## src/rtl/y86_fetch_unit.sv

```systemverilog
// Y86-64 instruction-fetch initiator.
// Holds the PC, drives the memory instruction port, waits out the RAM read
// latency, then decodes and presents one instruction over a valid/ready
// handshake.
//
// Ports:
//   clock, reset_n      clock and asynchronous active-low reset
//   iaddr    out 64     instruction address (the PC register)
//   instr    in  80     10 instruction bytes, byte at iaddr in instr[7:0]
//   i_ok     in  1      memory reports iaddr in range
//   f_valid  out 1      decoded instruction available
//   f_ready  in  1      downstream accepts current instruction
//   new_pc   in  64     next PC, sampled on accept
//   f_pc     out 64     PC of the presented instruction
//   icode/ifun/rA/rB    decoded fields
//   valC     out 64     constant word
//   valP     out 64     fall-through PC
//   stat     out 3      1 AOK, 2 HLT, 3 ADR, 4 INS
//   halted   out 1      fetch stopped until reset
module y86_fetch_unit #(
  parameter logic [63:0] PC_RESET    = 64'h0,
  parameter int unsigned MEM_LATENCY = 1
) (
  input  logic        clock,
  input  logic        reset_n,
  output logic [63:0] iaddr,
  input  logic [79:0] instr,
  input  logic        i_ok,
  output logic        f_valid,
  input  logic        f_ready,
  input  logic [63:0] new_pc,
  output logic [63:0] f_pc,
  output logic [3:0]  icode,
  output logic [3:0]  ifun,
  output logic [3:0]  rA,
  output logic [3:0]  rB,
  output logic [63:0] valC,
  output logic [63:0] valP,
  output logic [2:0]  stat,
  output logic        halted
);

  localparam int unsigned CNT_W = 3;
  localparam logic [CNT_W-1:0] CNT_INIT = CNT_W'(MEM_LATENCY);

  localparam logic [2:0] STAT_AOK = 3'd1;
  localparam logic [2:0] STAT_HLT = 3'd2;
  localparam logic [2:0] STAT_ADR = 3'd3;
  localparam logic [2:0] STAT_INS = 3'd4;

  typedef enum logic [1:0] {
    ST_FETCH = 2'd0,
    ST_VALID = 2'd1,
    ST_HALT  = 2'd2
  } state_t;

  state_t           state_q, state_d;
  logic [CNT_W-1:0] cnt_q, cnt_d;
  logic [63:0]      pc_q, pc_d;
  logic             f_valid_q, f_valid_d;
  logic             halted_q, halted_d;
  logic [2:0]       stat_q, stat_d;
  logic [63:0]      f_pc_q, f_pc_d;
  logic [3:0]       icode_q, icode_d;
  logic [3:0]       ifun_q, ifun_d;
  logic [3:0]       ra_q, ra_d;
  logic [3:0]       rb_q, rb_d;
  logic [63:0]      valc_q, valc_d;
  logic [63:0]      valp_q, valp_d;

  logic [3:0]  icode_c, ifun_c, ra_c, rb_c;
  logic [63:0] valc_c, valp_c;
  logic        need_regids_c, need_valc_c, instr_valid_c;
  logic [2:0]  stat_c;

  // Combinational decode of the word currently returned by memory.
  always_comb begin
    icode_c       = instr[7:4];
    ifun_c        = instr[3:0];
    need_regids_c = 1'b0;
    need_valc_c   = 1'b0;
    instr_valid_c = 1'b0;

    case (icode_c)
      4'h2, 4'h3, 4'h4, 4'h5, 4'h6, 4'hA, 4'hB: need_regids_c = 1'b1;
      default:                                  need_regids_c = 1'b0;
    endcase

    case (icode_c)
      4'h3, 4'h4, 4'h5, 4'h7, 4'h8: need_valc_c = 1'b1;
      default:                      need_valc_c = 1'b0;
    endcase

    // Only cmovXX/jXX (0..6) and OPq (0..3) carry a function code.
    case (icode_c)
      4'h2, 4'h7: instr_valid_c = (ifun_c <= 4'd6);
      4'h6:       instr_valid_c = (ifun_c <= 4'd3);
      4'h0, 4'h1, 4'h3, 4'h4, 4'h5, 4'h8, 4'h9, 4'hA, 4'hB:
                  instr_valid_c = (ifun_c == 4'd0);
      default:    instr_valid_c = 1'b0;
    endcase

    if (need_regids_c) begin
      ra_c   = instr[15:12];
      rb_c   = instr[11:8];
      valc_c = instr[79:16];
    end else begin
      ra_c   = 4'hF;
      rb_c   = 4'hF;
      valc_c = instr[71:8];
    end

    valp_c = pc_q + 64'd1 + 64'(need_regids_c) + (need_valc_c ? 64'd8 : 64'd0);

    // Address fault outranks decode faults, which outrank halt.
    if (!i_ok)               stat_c = STAT_ADR;
    else if (!instr_valid_c) stat_c = STAT_INS;
    else if (icode_c == 4'h0) stat_c = STAT_HLT;
    else                     stat_c = STAT_AOK;
  end

  // Next-state and registered-output logic.
  always_comb begin
    state_d   = state_q;
    cnt_d     = cnt_q;
    pc_d      = pc_q;
    f_valid_d = f_valid_q;
    halted_d  = halted_q;
    stat_d    = stat_q;
    f_pc_d    = f_pc_q;
    icode_d   = icode_q;
    ifun_d    = ifun_q;
    ra_d      = ra_q;
    rb_d      = rb_q;
    valc_d    = valc_q;
    valp_d    = valp_q;

    case (state_q)
      ST_FETCH: begin
        if (cnt_q != '0) begin
          cnt_d = cnt_q - CNT_W'(1);
        end else begin
          f_valid_d = 1'b1;
          stat_d    = stat_c;
          f_pc_d    = pc_q;
          icode_d   = icode_c;
          ifun_d    = ifun_c;
          ra_d      = ra_c;
          rb_d      = rb_c;
          valc_d    = valc_c;
          valp_d    = valp_c;
          state_d   = ST_VALID;
        end
      end
      ST_VALID: begin
        if (f_ready) begin
          f_valid_d = 1'b0;
          if (stat_q == STAT_AOK) begin
            pc_d    = new_pc;
            cnt_d   = CNT_INIT;
            state_d = ST_FETCH;
          end else begin
            halted_d = 1'b1;
            state_d  = ST_HALT;
          end
        end
      end
      ST_HALT: begin
        f_valid_d = 1'b0;
        halted_d  = 1'b1;
      end
      default: begin
        state_d = ST_HALT;
      end
    endcase
  end

  // State and output registers.
  always_ff @(posedge clock or negedge reset_n) begin
    if (!reset_n) begin
      state_q   <= ST_FETCH;
      cnt_q     <= CNT_INIT;
      pc_q      <= PC_RESET;
      f_valid_q <= 1'b0;
      halted_q  <= 1'b0;
      stat_q    <= STAT_AOK;
      f_pc_q    <= '0;
      icode_q   <= '0;
      ifun_q    <= '0;
      ra_q      <= 4'hF;
      rb_q      <= 4'hF;
      valc_q    <= '0;
      valp_q    <= '0;
    end else begin
      state_q   <= state_d;
      cnt_q     <= cnt_d;
      pc_q      <= pc_d;
      f_valid_q <= f_valid_d;
      halted_q  <= halted_d;
      stat_q    <= stat_d;
      f_pc_q    <= f_pc_d;
      icode_q   <= icode_d;
      ifun_q    <= ifun_d;
      ra_q      <= ra_d;
      rb_q      <= rb_d;
      valc_q    <= valc_d;
      valp_q    <= valp_d;
    end
  end

  assign iaddr   = pc_q;
  assign f_valid = f_valid_q;
  assign halted  = halted_q;
  assign stat    = stat_q;
  assign f_pc    = f_pc_q;
  assign icode   = icode_q;
  assign ifun    = ifun_q;
  assign rA      = ra_q;
  assign rB      = rb_q;
  assign valC    = valc_q;
  assign valP    = valp_q;

endmodule
```

## config.mk

```make
export PLATFORM = sky130hd
export DESIGN_NAME = y86_fetch_unit
export DESIGN_NICKNAME = d
export VERILOG_FILES = /design/src/rtl/y86_fetch_unit.sv
export SDC_FILE = /design/constraint.sdc
export NUM_CORES = 1
export LEC_CHECK = 0
export BUFFER_PORTS_ARGS = -buffer_cell sky130_fd_sc_hd__buf_2
export CAP_MARGIN = 20
export CORE_MARGIN = 2
export CORE_UTILIZATION = 46
export CTS_CLUSTER_DIAMETER = 60
export CTS_CLUSTER_SIZE = 30
export DETAILED_ROUTE_END_ITERATION = 7
export PLACE_DENSITY_LB_ADDON = 0.15
export SLEW_MARGIN = 10
export SYNTH_ARGS = -nofsm -noshare
export SYNTH_HDL_FRONTEND = slang
export SYNTH_SLANG_ARGS = --single-unit
```

## constraint.sdc

```tcl
create_clock -name clock -period 2.48 [get_ports clock]
set_input_delay 0 -clock clock [delete_from_list [all_inputs] [get_ports clock]]
set_output_delay 0 -clock clock [all_outputs]
set_load 0.01 [all_outputs]
```

; ---- After elaboration in Yosys (flattened, before gate mapping)
; Cells that the tools add are included.
[word_totals]
reg_bits = 282
output_inout_bits = 277
[op_classes]
addsub = 4
magnitude_cmp = 2
eq_ne = 19
n_mux = 24
bitwise = 2
n_reduce_logical = 17
[op_table]
columns = operator, count
row1 = adder 64 x 1 -> 64 bit, 1
row2 = "adder 64 x 1 -> 64 bit, second input constant", 1
row3 = adder 64 x 4 -> 64 bit, 1
row4 = 2-to-1 mux 64 bit, 1
row5 = "equality test 4 x 3 -> 1 bit, second input constant", 4
row6 = "equality test 4 bit, second input constant", 4
row7 = 2-to-1 mux 3 bit, 5
row8 = 2-to-1 mux 4 bit, 3
row9 = AND reduction 3 bit, 4
row10 = "inequality test 2 bit, second input constant", 5
row11 = OR reduction 9 bit, 1
row12 = "equality test 4 x 2 -> 1 bit, second input constant", 2
row13 = logical NOT 4 bit, 2
row14 = 2-to-1 mux 2 bit, 4
row15 = OR reduction 7 bit, 1
row16 = 2-to-1 mux 1 bit, 6
row17 = one-hot mux 1 bit (3 select lines), 2
row18 = one-hot mux 2 bit (3 select lines), 1
row19 = one-hot mux 3 bit (2 select lines), 1
row20 = nonzero test 3 bit, 2
row21 = OR reduction 5 bit, 1
row22 = "equality test 4 x 1 -> 1 bit, second input constant", 1
row23 = "less-or-equal comparator 4 x 2 -> 1 bit, second input constant", 1
row24 = "less-or-equal comparator 4 x 3 -> 1 bit, second input constant", 1
row25 = other kinds (11), 13

; ---- Longest topological paths before layout
; Gate-level depths: netlist of run 1.
[depth]
word_depth = 5
depth_mapped = 13
mapped_depth_nobuf = 10

; ---- Worst setup path after synthesis of run 1
; No wires, ideal clock.
[synth_timing]
path_type = in2reg
from = input port instr[7]
to = register valp_q[62] (netlist: valP[62])
setup_ps = 82
t_arrival_ps = 2629
required_time_ps = 2398
setup_slack_ps = -231
cell_stages = 13
cell_sequence = inv_1 -> a31oi_1 -> buf_1 -> clkbuf_1 -> ha_1 -> inv_1 -> ha_1 -> a31oi_1 -> nor3_1 -> nand4_1 -> clkbuf_1 -> or4_1 -> a31oi_1
[synth_between]
elab_chain_len = 5
word_cells_on_any_way = 16
classes_between = 2 x add/sub / 9 x eq/ne / 3 x mux / 2 x reduce/logical
[synth_lines]
columns = element, line
row1 = from (decl), 27  ; input logic [79:0] instr,
row2 = equality test 4 x 2 -> 1 bit (tied with other cells), "84, 89"
row3 = OR reduction 7 bit or OR reduction 5 bit (tied branches), "84, 89"
row4 = "2-to-1 mux 1 bit, on equally long branches", "84, 89"
row5 = adder 64 x 1 -> 64 bit or 2-to-1 mux 4 bit (tied branches), 113  ; valp_c = pc_q + 64'd1 + 64'(need_regids_c) + (need_valc_c ? 64'd8 : 64'd0);
row6 = adder 64 x 4 -> 64 bit *, 113
row7 = to (signal assigned), 207  ; valp_q <= valp_d;
row8 = to (decl), 69  ; logic [63:0] valp_q, valp_d;
; Every way passes the cells marked *; elsewhere a longest branch is shown, timed or not.
; A chain may end at the register's enable or synchronous reset.

; ---- Worst setup path in the final report of run 1
[layout_timing]
from = register pc_q[3] (netlist: iaddr[3])
to = register valp_q[43] (netlist: valP[43])
[layout_between]
elab_chain_len = 3
[layout_lines]
columns = element, line
row1 = from (decl), 59  ; logic [63:0] pc_q, pc_d;
row2 = from (signal assigned), 197  ; pc_q <= pc_d;
row3 = adder 64 x 1 -> 64 bit (2 in a row), 113
row4 = adder 64 x 4 -> 64 bit, 113
; No other way between the ends.

==> flow_summary.yaml, run 1 <==
global_route:
  antenna_found_initial: 0
  grt_first_pass_wirelength_um: 67200
  grt_pass1_vias: 12500
  track_usage: 0.291
  grt_max_degree: 137
  gr-total-overflow: 0
route:
  top_layer: "met4"
  drt-total-wl_um: 43900
  drc: 0
  via_per_inst: 5.21
  vias: 12800
  dr_wl_met3_um: 2960
  wl_per_cell_um: 17.9
  drt-pass1-iter-count: 5
  antenna_left: 0
  met2_length_um: 20800
  drt_iter0_drc: 942
  m1WireLength_um: 17500
synthesis:
  netlist_area_mm2: 0.0128
  synth_top_family_by_area: "simple AND/OR/NAND/NOR gates"
  synthAdderAreaFrac: 0.00880
  synth_flop_cell: "dfrtp_1"
  syn-num-nets: 1573
  synthMuxAreaShare: 0.0574
  synth.avg_cell_area_um2: 9.03
  yosysWarnings: 0
  synthXorXnorAreaFrac: 0.0246
  postSynthCellCount: 1416
  synth_top_area_frac: 0.532
  ys_async_sr_fraction: 1.00
  synth_area_leaders: "dfrtp_1 (53%), nand2_1 (16%), mux2i_1 (5.5%)"
  ys_ff_latch: 282
  synth_compound_area_frac: 0.0819
  synth-simple-area-share: 0.243
  synthTopCellsByCount: "nand2_1 (532), dfrtp_1 (272), o21ai_0 (134)"
  synth_edf_count: 0
  ys_seq_area_frac: 0.553
  synth_most_common_cell: "nand2_1"
  yosys.area.top_type: "dfrtp_1"
  yosysUniqueCellTypes: 50
sta:
  max_freq_ghz: 0.412
  setup_slack_ns: 0.0520
  clock_skew_ns: 0.0199
  finalCriticalPeriod_ns: 2.43
  drv_slew: 0
  fin_tns_setup_ns: 0
  setup_viol: 0
  min_period_over_period: 0.979
  max_slew_margin: 0.435
  tightest_slew_ns: 0.848
  rsz0062_at_grt: "true"
  hold_viol: 0
final_layout:
  regArea_mm2: 0.00707
  postLayoutCoreUtil: 0.678
  stdcell_count: 2449
  drive_above_1_share: 0.295
  fill_cells: 2175
  areaGrowthSynthToFinish_pct: 46.0
  multi_input_area_mm2: 0.00542
  insertedDiodeCount: 0
  nNetsFinal: 2209
placement:
  dp_hpwl_um: 30400
  place.gp.congestion: 0.874
  place_inst: 2221
  pre_cts_ws_ns: -0.126
  portBuffers: 424
pwr:
  p_leak_nw: 9.91
  ir_drop_mv: 0.700
  p_total_mw: 18.6
  p_per_area_mw_per_mm2: 997
critical_path:
  cp-end-kind: "register"
  crit_type: "register to register"
  worstPathArrival_ns: 2.90
  crit_fanout: 5
  required_ns: 2.95
  worstSetupStartpointType: "register"
  r2r_setup_slack_ns: 0.05
flow_run:
  max_cap_violations: 0
floorplan:
  core_area_mm2: 0.0276
  initial_core_util: 0.464
  dieArea_mm2: 0.0292
  num_rows: 61
  ioPinCount: 425
  die_x_um: 171
  fp.dieH_um: 171
cts:
  path_clk_slew_ns: 0.09
  cts_max_level: 1
  cts.sinks: 282
  cts_tree: "done"
  cts_buffers: 25
  cts_buffer_depth: 3
  worstSkewPairLatency_ns: 0.55
  cts_root_buffer: "clkbuf_16"
hold_path:
  hp-class: "input port to asynchronous set/reset pin"
outcome:
  status: "complete, no violations"
## power breakdown
part           internal (mW)  total (mW)  leakage (nW)  switching [mW]
Clock                   2.09        4.25         0.437            2.16
Combinational           2.83        6.96          5.85            4.13
Sequential              6.34        7.42          3.63            1.08
## flip-flops by register name, indices dropped and copies added (netlist names), 3 cells and up
name   count
rB         4
valC      64
rA         4
iaddr     64
f_pc      64
ifun       4
stat       3
cnt_q      3
valP      64
icode      4
## area by class of cell
class / count / share of cell area
clock buffers: 26 / 0.0342
clock inverters: 20 / 0.0143
inverters: 14 / 0.00281
multi-input cells: 1031 / 0.290
flip-flops and latches: 282 / 0.379
well taps: 378 / 0.0253
repair buffers: 698 / 0.255
## cells by family after synthesis
kind of cell | after synthesis
xor+xnor | 36
fa+ha+maj | 9
simple gates | 722
mux | 73
flops | 282
buf+inv | 104
compound gates | 190
## placed cells by master (no fill, tap or decap), types with 14 or more instances in the layout
cell,count
dlygate4sd3_1,180
and3_1,14
mux2i_1,70
buf_4,84
nand2_1,532
xnor2_1,25
nand3_1,29
nor2_1,34
nor4_1,22
buf_2,423
nand4_1,22
a31oi_1,20
clkbuf_16,25
o21ai_0,134
dfrtp_1,269
## metal layers
metal / GRT usage / vias up
met1: 0.357 / 6122
met5: 0 / -
met3: 0.0569 / 132
met4: 0.157 / 0
met2: 0.487 / 484
li1: - / 6020
## worst max-delay path: stages, from the launching register on
cell,delay (ns)
dfrtp_1,0.41
ha_4,0.27
and4b_2,0.28
o2111ai_4,0.19
or4_4,0.57
or3_2,0.46
a31oi_1,0.17
## worst paths after layout
check	to	from	cells after the start
max	valP[43]	iaddr[3]	6
min	valC[9]	reset_n	2
max reg2reg	valP[43]	iaddr[3]	6
min reg2reg	rA[3]	rA[3]	2
max in group asynchronous	rA[3]	reset_n	3
min in group clock	valP[0]	instr[6]	5
## timing repair
action,CTS,global route
hold endpoints to repair,245,0
gates resized for setup,0,12
setup buffers,0,1
setup endpoints to repair,0,15
hold buffers,180,0
## through the flow
step / hold WS (ns) / area [um2]
after floorplan: -0.296 / 12800
after global placement: 0.0362 / 15900
after detailed placement: 0.0393 / 15900
after CTS: 0.0562 / 18600
after global routing: 0.0804 / 18700
final: 0.0245 / 18700
Power figures use the tool's default switching activity.
==> inputs of run 2 (changes only) <==
--- a/config.mk
+++ b/config.mk
@@ -7,12 +7,13 @@
 export LEC_CHECK = 0
 export BUFFER_PORTS_ARGS = -buffer_cell sky130_fd_sc_hd__buf_2
 export CAP_MARGIN = 20
+export CORE_ASPECT_RATIO = 1.75
 export CORE_MARGIN = 2
 export CORE_UTILIZATION = 46
 export CTS_CLUSTER_DIAMETER = 60
 export CTS_CLUSTER_SIZE = 30
 export DETAILED_ROUTE_END_ITERATION = 7
-export PLACE_DENSITY_LB_ADDON = 0.15
+export PLACE_DENSITY = 0.77
 export SLEW_MARGIN = 10
 export SYNTH_ARGS = -nofsm -noshare
 export SYNTH_HDL_FRONTEND = slang
==> flow_summary.yaml, run 2 (synthesized netlist as in run 1, its figures left out) <==
placement:
  pre_cts_ws_ns: -0.160
  placed_cell_area_mm2: 0.0158
  dp_hpwl_um: 31800
  portBuffers: 424
  place.gp.congestion: 0.931
global_route:
  grt_pass1_vias: 13700
  grt_max_degree: 124
  track_usage: 0.341
  grt_first_pass_wirelength_um: 76100
  antenna_found_initial: 6
  gr-total-overflow: 0
critical_path:
  r2r-end: "valP[39]"
  r2r_setup_slack_ns: 0.06
  crit_type: "register to register"
  worstSetupStartpointType: "register"
  r2r_cells: 6
  required_ns: 2.91
  worstPathArrival_ns: 2.85
  rr_startpoint: "iaddr[3]"
  cp-end-kind: "register"
  crit_fanout: 7
pwr:
  p_leak_nw: 9.68
  ir_drop_mv: 0.663
  p_per_area_mw_per_mm2: 966
final_layout:
  nNetsFinal: 2189
  final_cell_mix: "nand2_1 (532), buf_2 (423), dfrtp_1 (269)"
  drive_above_1_share: 0.284
  final_common_cell: "nand2_1"
  areaGrowthSynthToFinish_pct: 42.0
  fin_area_mm2: 0.0182
  fill_cells: 2007
  multi_input_area_mm2: 0.00540
  regArea_mm2: 0.00707
sta:
  tightest_slew_ns: 0.679
  drv_slew: 0
  clock_skew_ns: 0.0299
  min_period_over_period: 0.974
  setup_viol: 0
  finalCriticalPeriod_ns: 2.42
  max_slew_margin: 0.547
  setup_slack_ns: 0.0646
  max_freq_ghz: 0.414
  hold_viol: 0
hold_path:
  hp-class: "input port to asynchronous set/reset pin"
route:
  drc: 0
  antenna_left: 0
  drt-total-wl_um: 50200
  drt_iter0_drc: 888
  vias: 13300
  via_per_inst: 5.50
  drt-pass1-iter-count: 8
  wl_per_cell_um: 20.8
cts:
  cts_root_buffer: "clkbuf_16"
  cts_tree: "done"
  cts_buffers: 14
  cts_buffer_depth: 3
  worstSkewPairLatency_ns: 0.52
  cts_max_level: 1
  path_clk_slew_ns: 0.11
  cts.sinks: 282
floorplan:
  ioPinCount: 425
  fp.dieH_um: 225
  dieArea_mm2: 0.0292
  num_rows: 80
  core_area_mm2: 0.0273
  initial_core_util: 0.468
  die_x_um: 130
flow_run:
  max_cap_violations: 0
outcome:
  status: "complete, no violations"
[run 2: area by class of cell]
type,instances,share of cell area
flip-flops and latches,282,0.389
multi-input cells,1030,0.297
repair buffers,690,0.260
well taps,369,0.0254
clock buffers,18,0.0218
clock inverters,6,0.00296
inverters,14,0.00289
diodes,5,0.000689
[run 2: critical path, cell delays in order, from the launching register on]
cell       delay (ns)
dfrtp_1          0.44
ha_4             0.28
and4b_2          0.28
o2111ai_4        0.17
or4_4            0.52
or3_2            0.49
a31oi_1          0.15
[run 2: worst max-delay path by stage]
stage                     slack, ns  startpoint  cells past startpoint  endpoint
after floorplan               0.001   iaddr[25]                      7  valP[63]
after global placement        -0.14    instr[7]                     11  valP[63]
after detailed placement      -0.16    instr[7]                     11  valP[59]
after CTS                     -0.02    iaddr[3]                      6  valP[47]
after global routing         -0.009  state_q[0]                      6   stat[0]
final                          0.06    iaddr[3]                      6  valP[39]
[run 2: timing repair]
action / CTS / global route
pin swaps: 13 / 7
hold endpoints to repair: 374 / 0
setup endpoints to repair: 7 / 18
gates cloned: 0 / 0
setup buffers: 3 / 1
resized for setup: 4 / 11
hold buffers: 178 / 0
[run 2: per-layer routing]
layer	part of all wire	track usage
met5	0.0016	0.0178
met4	0.080	0.233
met3	0.094	0.114
met2	0.50	0.569
met1	0.33	0.357
[run 2: stage by stage]
stage | setup TNS, ns | power (mW) | util | cells | hold slack, ns
floorplan | 0 | 10.7 | - | 1416 | -0.296
global placement | -0.835 | 13.8 | 0.580 | 2203 | 0.0148
detailed placement | -1.01 | 14.1 | 0.580 | 2203 | 0.0179
CTS | -0.0429 | 17.1 | 0.663 | 2408 | 0.0535
global route | -0.0198 | 18.5 | 0.665 | 2412 | 0.0684
finish | 0 | 17.5 | 0.665 | 2414 | 0.00962
[run 2: power by group]
group / internal [mW] / total [mW] / switching, mW
registers: 6.33 / 7.52 / 1.19
clock network: 1.19 / 2.77 / 1.58
logic: 2.82 / 7.25 / 4.43
